<file path="src/rtl/ota_dec_pkg.sv">
// Shared types and constants for the OTA density decimator: FSM states,
// window-length lookup and output saturation.
package ota_dec_pkg;

  typedef enum logic {
    IDLE  = 1'b0,
    ACCUM = 1'b1
  } state_t;

  localparam logic [8:0] WIN_LEN_0 = 9'd32;
  localparam logic [8:0] WIN_LEN_1 = 9'd64;
  localparam logic [8:0] WIN_LEN_2 = 9'd128;
  localparam logic [8:0] WIN_LEN_3 = 9'd256;

  localparam logic [8:0] SAT_MAX = 9'd255;

  // Index of the final sample in a window (N-1), sized for the 8-bit index.
  function automatic logic [7:0] win_last(input logic [1:0] sel);
    logic [8:0] n;
    logic [8:0] n_m1;
    case (sel)
      2'd0:    n = WIN_LEN_0;
      2'd1:    n = WIN_LEN_1;
      2'd2:    n = WIN_LEN_2;
      default: n = WIN_LEN_3;
    endcase
    n_m1 = n - 9'd1;
    return n_m1[7:0];
  endfunction

  function automatic logic [7:0] sat8(input logic [8:0] v);
    return (v > SAT_MAX) ? SAT_MAX[7:0] : v[7:0];
  endfunction

endpackage

</file>
<file path="src/rtl/ota_sync.sv">
// Multi-flop synchronizer for the asynchronous comparator output.
// SYNC_STAGES must be at least 2.
module ota_sync #(
  parameter int SYNC_STAGES = 2
) (
  input  logic clk,
  input  logic rst,
  input  logic d,
  output logic q
);

  logic [SYNC_STAGES-1:0] ff;

  always_ff @(posedge clk or posedge rst) begin
    if (rst) begin
      ff <= '0;
    end else begin
      ff <= {ff[SYNC_STAGES-2:0], d};
    end
  end

  assign q = ff[SYNC_STAGES-1];

endmodule

</file>
<file path="src/rtl/ota_density_decimator.sv">
// Measures ones-density and transition count of a synchronized comparator
// output over back-to-back windows of 32/64/128/256 samples.
//
//   state | meaning
//   IDLE  | not measuring; s_prev still tracks s, outputs hold
//   ACCUM | accumulating samples of the current window
module ota_density_decimator
  import ota_dec_pkg::*;
#(
  parameter int SYNC_STAGES = 2
) (
  input  logic       clk,
  input  logic       rst,
  input  logic       cmp_in,
  input  logic       en,
  input  logic [1:0] win_sel,
  output logic [7:0] density,
  output logic [7:0] toggles,
  output logic       valid,
  output logic       busy
);

  state_t     state, state_nxt;
  logic       s, s_prev;
  logic [8:0] ones, edges;
  logic [8:0] ones_nxt, edges_nxt;
  logic [7:0] idx, last_idx;
  logic       start, step, done;

  ota_sync #(
    .SYNC_STAGES(SYNC_STAGES)
  ) u_sync (
    .clk(clk),
    .rst(rst),
    .d  (cmp_in),
    .q  (s)
  );

  always_ff @(posedge clk or posedge rst) begin
    if (rst) begin
      state <= IDLE;
    end else begin
      state <= state_nxt;
    end
  end

  always_comb begin
    state_nxt = state;
    start     = 1'b0;
    step      = 1'b0;
    done      = 1'b0;
    ones_nxt  = ones + {8'd0, s};
    edges_nxt = edges + {8'd0, s ^ s_prev};
    case (state)
      IDLE: begin
        if (en) begin
          state_nxt = ACCUM;
          start     = 1'b1;
        end
      end
      ACCUM: begin
        if (!en) begin
          state_nxt = IDLE;
        end else begin
          step = 1'b1;
          done = (idx == last_idx);
        end
      end
      default: state_nxt = IDLE;
    endcase
  end

  // The window-closing edge also restarts counters, so windows abut with no gap.
  always_ff @(posedge clk or posedge rst) begin
    if (rst) begin
      s_prev   <= 1'b0;
      ones     <= '0;
      edges    <= '0;
      idx      <= '0;
      last_idx <= '0;
      density  <= '0;
      toggles  <= '0;
      valid    <= 1'b0;
      busy     <= 1'b0;
    end else begin
      s_prev <= s;
      valid  <= 1'b0;
      busy   <= (state_nxt == ACCUM);
      if (start || done) begin
        ones     <= '0;
        edges    <= '0;
        idx      <= '0;
        last_idx <= win_last(win_sel);
      end else if (step) begin
        ones  <= ones_nxt;
        edges <= edges_nxt;
        idx   <= idx + 8'd1;
      end
      if (done) begin
        density <= sat8(ones_nxt);
        toggles <= sat8(edges_nxt);
        valid   <= 1'b1;
      end
    end
  end

endmodule

</file>
<file path="config.mk">
export PLATFORM = sky130hd
export DESIGN_NAME = ota_density_decimator
export DESIGN_NICKNAME = d
export VERILOG_FILES = /design/src/rtl/ota_dec_pkg.sv /design/src/rtl/ota_sync.sv /design/src/rtl/ota_density_decimator.sv
export SDC_FILE = /design/constraint.sdc
export NUM_CORES = 1
export LEC_CHECK = 0
export ABC_CLOCK_PERIOD_IN_PS = 3850
export BUFFER_PORTS_ARGS = -buffer_cell sky130_fd_sc_hd__buf_2
export CAP_MARGIN = 30
export CORE_UTILIZATION = 55
export DETAILED_ROUTE_END_ITERATION = 12
export MAX_ROUTING_LAYER = met4
export PLACE_DENSITY_LB_ADDON = 0.08
export SYNTH_ARGS = -nofsm -noshare
export SYNTH_HDL_FRONTEND = slang
export SYNTH_HIERARCHICAL = 1
export SYNTH_SLANG_ARGS = --single-unit
</file>
<file path="constraint.sdc">
create_clock -name clk -period 3.85 [get_ports clk]
set_input_delay 0.77 -clock clk [delete_from_list [all_inputs] [get_ports clk]]
set_output_delay 0.77 -clock clk [all_outputs]
set_load 0.05 [all_outputs]
</file>
==> results by group <==
Status
  • Status: complete, no violations

Worst setup path
  • Arrival @ worst endpoint: roughly 2.5 ns
  • Critical path fanouts, max: 9
  • Crit Path Class: reg2reg
  • FF-to-FF Start: idx[0]
  • Critical path's largest stage delay: 0.64 ns
  • Worst Setup Start Kind: flip-flop
  • Reg2Reg Depth: 5
  • CP Capture Type: flip-flop
  • CP required: just over 4 ns
  • Crit path cell chain: nor4_4 -> mux2i_4 -> nor4b_4 -> buf_4 -> mux2_2
  • Reg2reg end: density[7]
  • Setup crit end: density[7]
  • Worst setup path start: idx[0]
  • CP max stage cell: nor4b_4
  • Worst R2R Setup Slack: about 1.5 ns

CTS
  • CTS buffer count: 5
  • Hold_buf cts: 0
  • Resized Gates After CTS: 0
  • H-tree level count: 2
  • Clock Tree Buf Depth: 2
  • Clock slew at reported path FFs: approximately 0.09 ns
  • CTS tree: built
  • Clk root buf: clkbuf_8
  • Clk_lat worst skew: about 0.3 ns
  • Sink Count: 51
  • Setup Buffers After CTS: 0

GRT
  • GRT Total Usage: a little over a fifth
  • Largest net degree at the start of global routing: 36
  • Grt met1 use: approximately a quarter
  • Grt peak-use layer: met2
  • First-pass GRT wire length: 7845 um
  • GR Util met2: between 30 and 40%
  • GR Util met3: between 4 and 5%
  • Initial antenna violation count: 0
  • Number of global-route vias before repair: about 1,700
  • Gr ovfl total: 0

Logic synthesis
  • Syn Nets: 253
  • Post-synthesis sequential element count: 51
  • Post-Synthesis Cells: about 240
  • Sequential area share after synthesis: roughly half
  • Post-Syn Area per Cell: ~11 um2
  • Largest area contributor in the netlist: dfrtp_1
  • Most used DFF post-synth: dfrtp_1
  • Synth top area share: about 50%
  • Mapped cell area: about 2600 um2
  • Distinct cells, synth: 33
  • Ys async rst share: 100.0%
  • Area contributors post-synth: dfrtp_1, mux2_2, inv_1
  • Synth warnings: 6
  • Post-synth EDFFs: 0

Hold path
  • Hold Crit Class: in2async

Power and ir drop
  • Net Switching: about 240 uW
  • Switching Fraction: between 20% and 30%
  • Clock power share: about 37%
  • P per Cell Area: approximately 370 nW/um2
  • Leak pwr: about 0.0014 uW
  • Int Pwr: 799.4 uW
  • Seq pwr share: between 50% and 60%
  • Combinational share of power: about 8.6%
  • Maximum VDD drop: 0.0002875 V

Floorplanning
  • Die area: a little under 5000 um2
  • # IOs: 24
  • Row Count: 24
  • Die W: between 70 and 80 um
  • Initial core utilization: between 50% and 60%
  • Core Area: between 4000 and 5000 um2
  • Die H: 70.16 um

Timing
  • Hold slack: ~0.31 ns
  • Final period util: 61.10%
  • Number of slew-limit violations in the final report: 0
  • Least-Margin Pin Slew: ~0.75 ns
  • RSZ-0062 raised after global routing: false
  • Slew HR: about half
  • Final setup TNS: 0 ns
  • Layout Skew: 0.008925 ns
  • # setup viols final: 0
  • Final Hold Viols: 0
  • Final worst setup slack: 1.498 ns
  • Tmin final: 2.352 ns
  • Fmax achieved: ~430 MHz

Placed design
  • Placer Congestion: 0.7864
  • Pre-CTS setup slack: between 1 and 1.5 ns
  • Post-Place Cells: 312
  • PortBufs: 23
  • Post-detail-place hpwl: around 3100 um

Final layout
  • Non-Filler Instances: 320
  • N_diodes: 0
  • # fillers: 359
  • Most common cell after layout, fill and taps aside: dfrtp_1
  • Nets: 278
  • Share of post-route cells with drive strength above 1: between 20 and 25%
  • Most frequent cells in the layout: dfrtp_1, inv_1, buf_2
  • Area growth syn-to-layout: 11.66%

Routing
  • # DRC: 0
  • Initial drt markers: 115
  • DR WL/cell: roughly 14 um
  • ANT nets after route: 0
  • Routed via count: between 1,500 and 2,000
  • First drt pass iteration count: 4
  • Wirelength, routed: roughly 4500 um
  • Vias per cell: about 5.6

Run
  • Max Cap Violations: 0
per-stage QoR:
step                      power [uW]  util, %  instance area (um2)
after global routing            1087    64.63                 2853
after CTS                       1056    64.63                 2853
after detailed placement       672.6    61.96                 2735
final                           1042    64.63                 2853
after floorplan                646.6        -                 2555
after global placement         667.5    61.51                 2715
registers in the layout (all words and copies together) (netlist names):
| name | count |
|---|---|
| busy | 1 |
| density | 8 |
| edges | 9 |
| idx | 8 |
| last_idx | 4 |
| ones | 9 |
| s_prev | 1 |
| toggles | 8 |
| u_sync/ff | 2 |
| valid | 1 |
worst min path at each step:
stage | to | cells past startpoint
after floorplan | u_sync/ff[1] | 0
after global placement | u_sync/ff[1] | 0
after detailed placement | u_sync/ff[1] | 0
after CTS | u_sync/ff[0] | 2
after global routing | u_sync/ff[1] | 2
final | u_sync/ff[0] | 2
worst max-delay path, delay by kind of cell, from the launching register on:
| kind | cells | cell delay [ns] |
|---|---|---|
| buffers and inverters | 1 | 0.29 |
| DFF | 1 | 0.46 |
| muxes | 2 | 0.50 |
| and+or+nand+nor | 2 | 0.98 |
power by group through the flow:
| stage | sequential, uW | clock, uW | combinational, uW |
|---|---|---|---|
| 2_1_floorplan | 580 | 0 | 66.4 |
| 3_3_place_gp | 580 | 0 | 87.3 |
| 3_5_place_dp | 581 | 0 | 91.3 |
| 4_1_cts | 571 | 394 | 91.4 |
| 5_1_grt | 573 | 412 | 102 |
| 6_report | 570 | 382 | 89.3 |
area by class of cell:
| type | instances | area [um2] | area share [%] |
|---|---|---|---|
| Inverter | 26 | 97.59 | 3.421 |
| Clock buffer | 6 | 82.58 | 2.895 |
| Tap cell | 52 | 65.06 | 2.281 |
| Sequential cell | 51 | 1276 | 44.74 |
| Multi-Input combinational cell | 156 | 1139 | 39.91 |
| Clock inverter | 2 | 35.03 | 1.228 |
| Timing Repair Buffer | 27 | 157.7 | 5.526 |
kinds of logic after synthesis:
family                   synth area share [%]
flip-flops                              49.95
XOR/XNOR                                5.828
AND/OR/NAND/NOR                         18.36
AO/OA/AOI/OAI                           8.374
multiplexers                            9.549
adder cells (fa/ha/maj)                 2.449
buffers and inverters                   5.485
synth_stat cells, types with 2 or more instances:
cell type  instances
nand2_1           10
inv_1             26
nor3_1             2
a211o_1            2
and2_1             8
xnor2_1           11
dfrtp_1           51
o211ai_1           2
ha_1               5
nor2_1            14
nand3_1           19
or3_1              8
nand4_1           12
nor4b_1            2
mux2_2            16
o21ai_0            8
mux2i_1            3
o21ai_1            2
xor2_1             6
o22ai_1           15
and3_1             2
clkbuf_1           7
layer usage:
metal  up-vias  wire length (um)
met4         0                55
li1        898                 -
met1       859              2125
met2        23              2147
met3         5               133
met5         -                 0
Power figures use the tool's default switching activity.
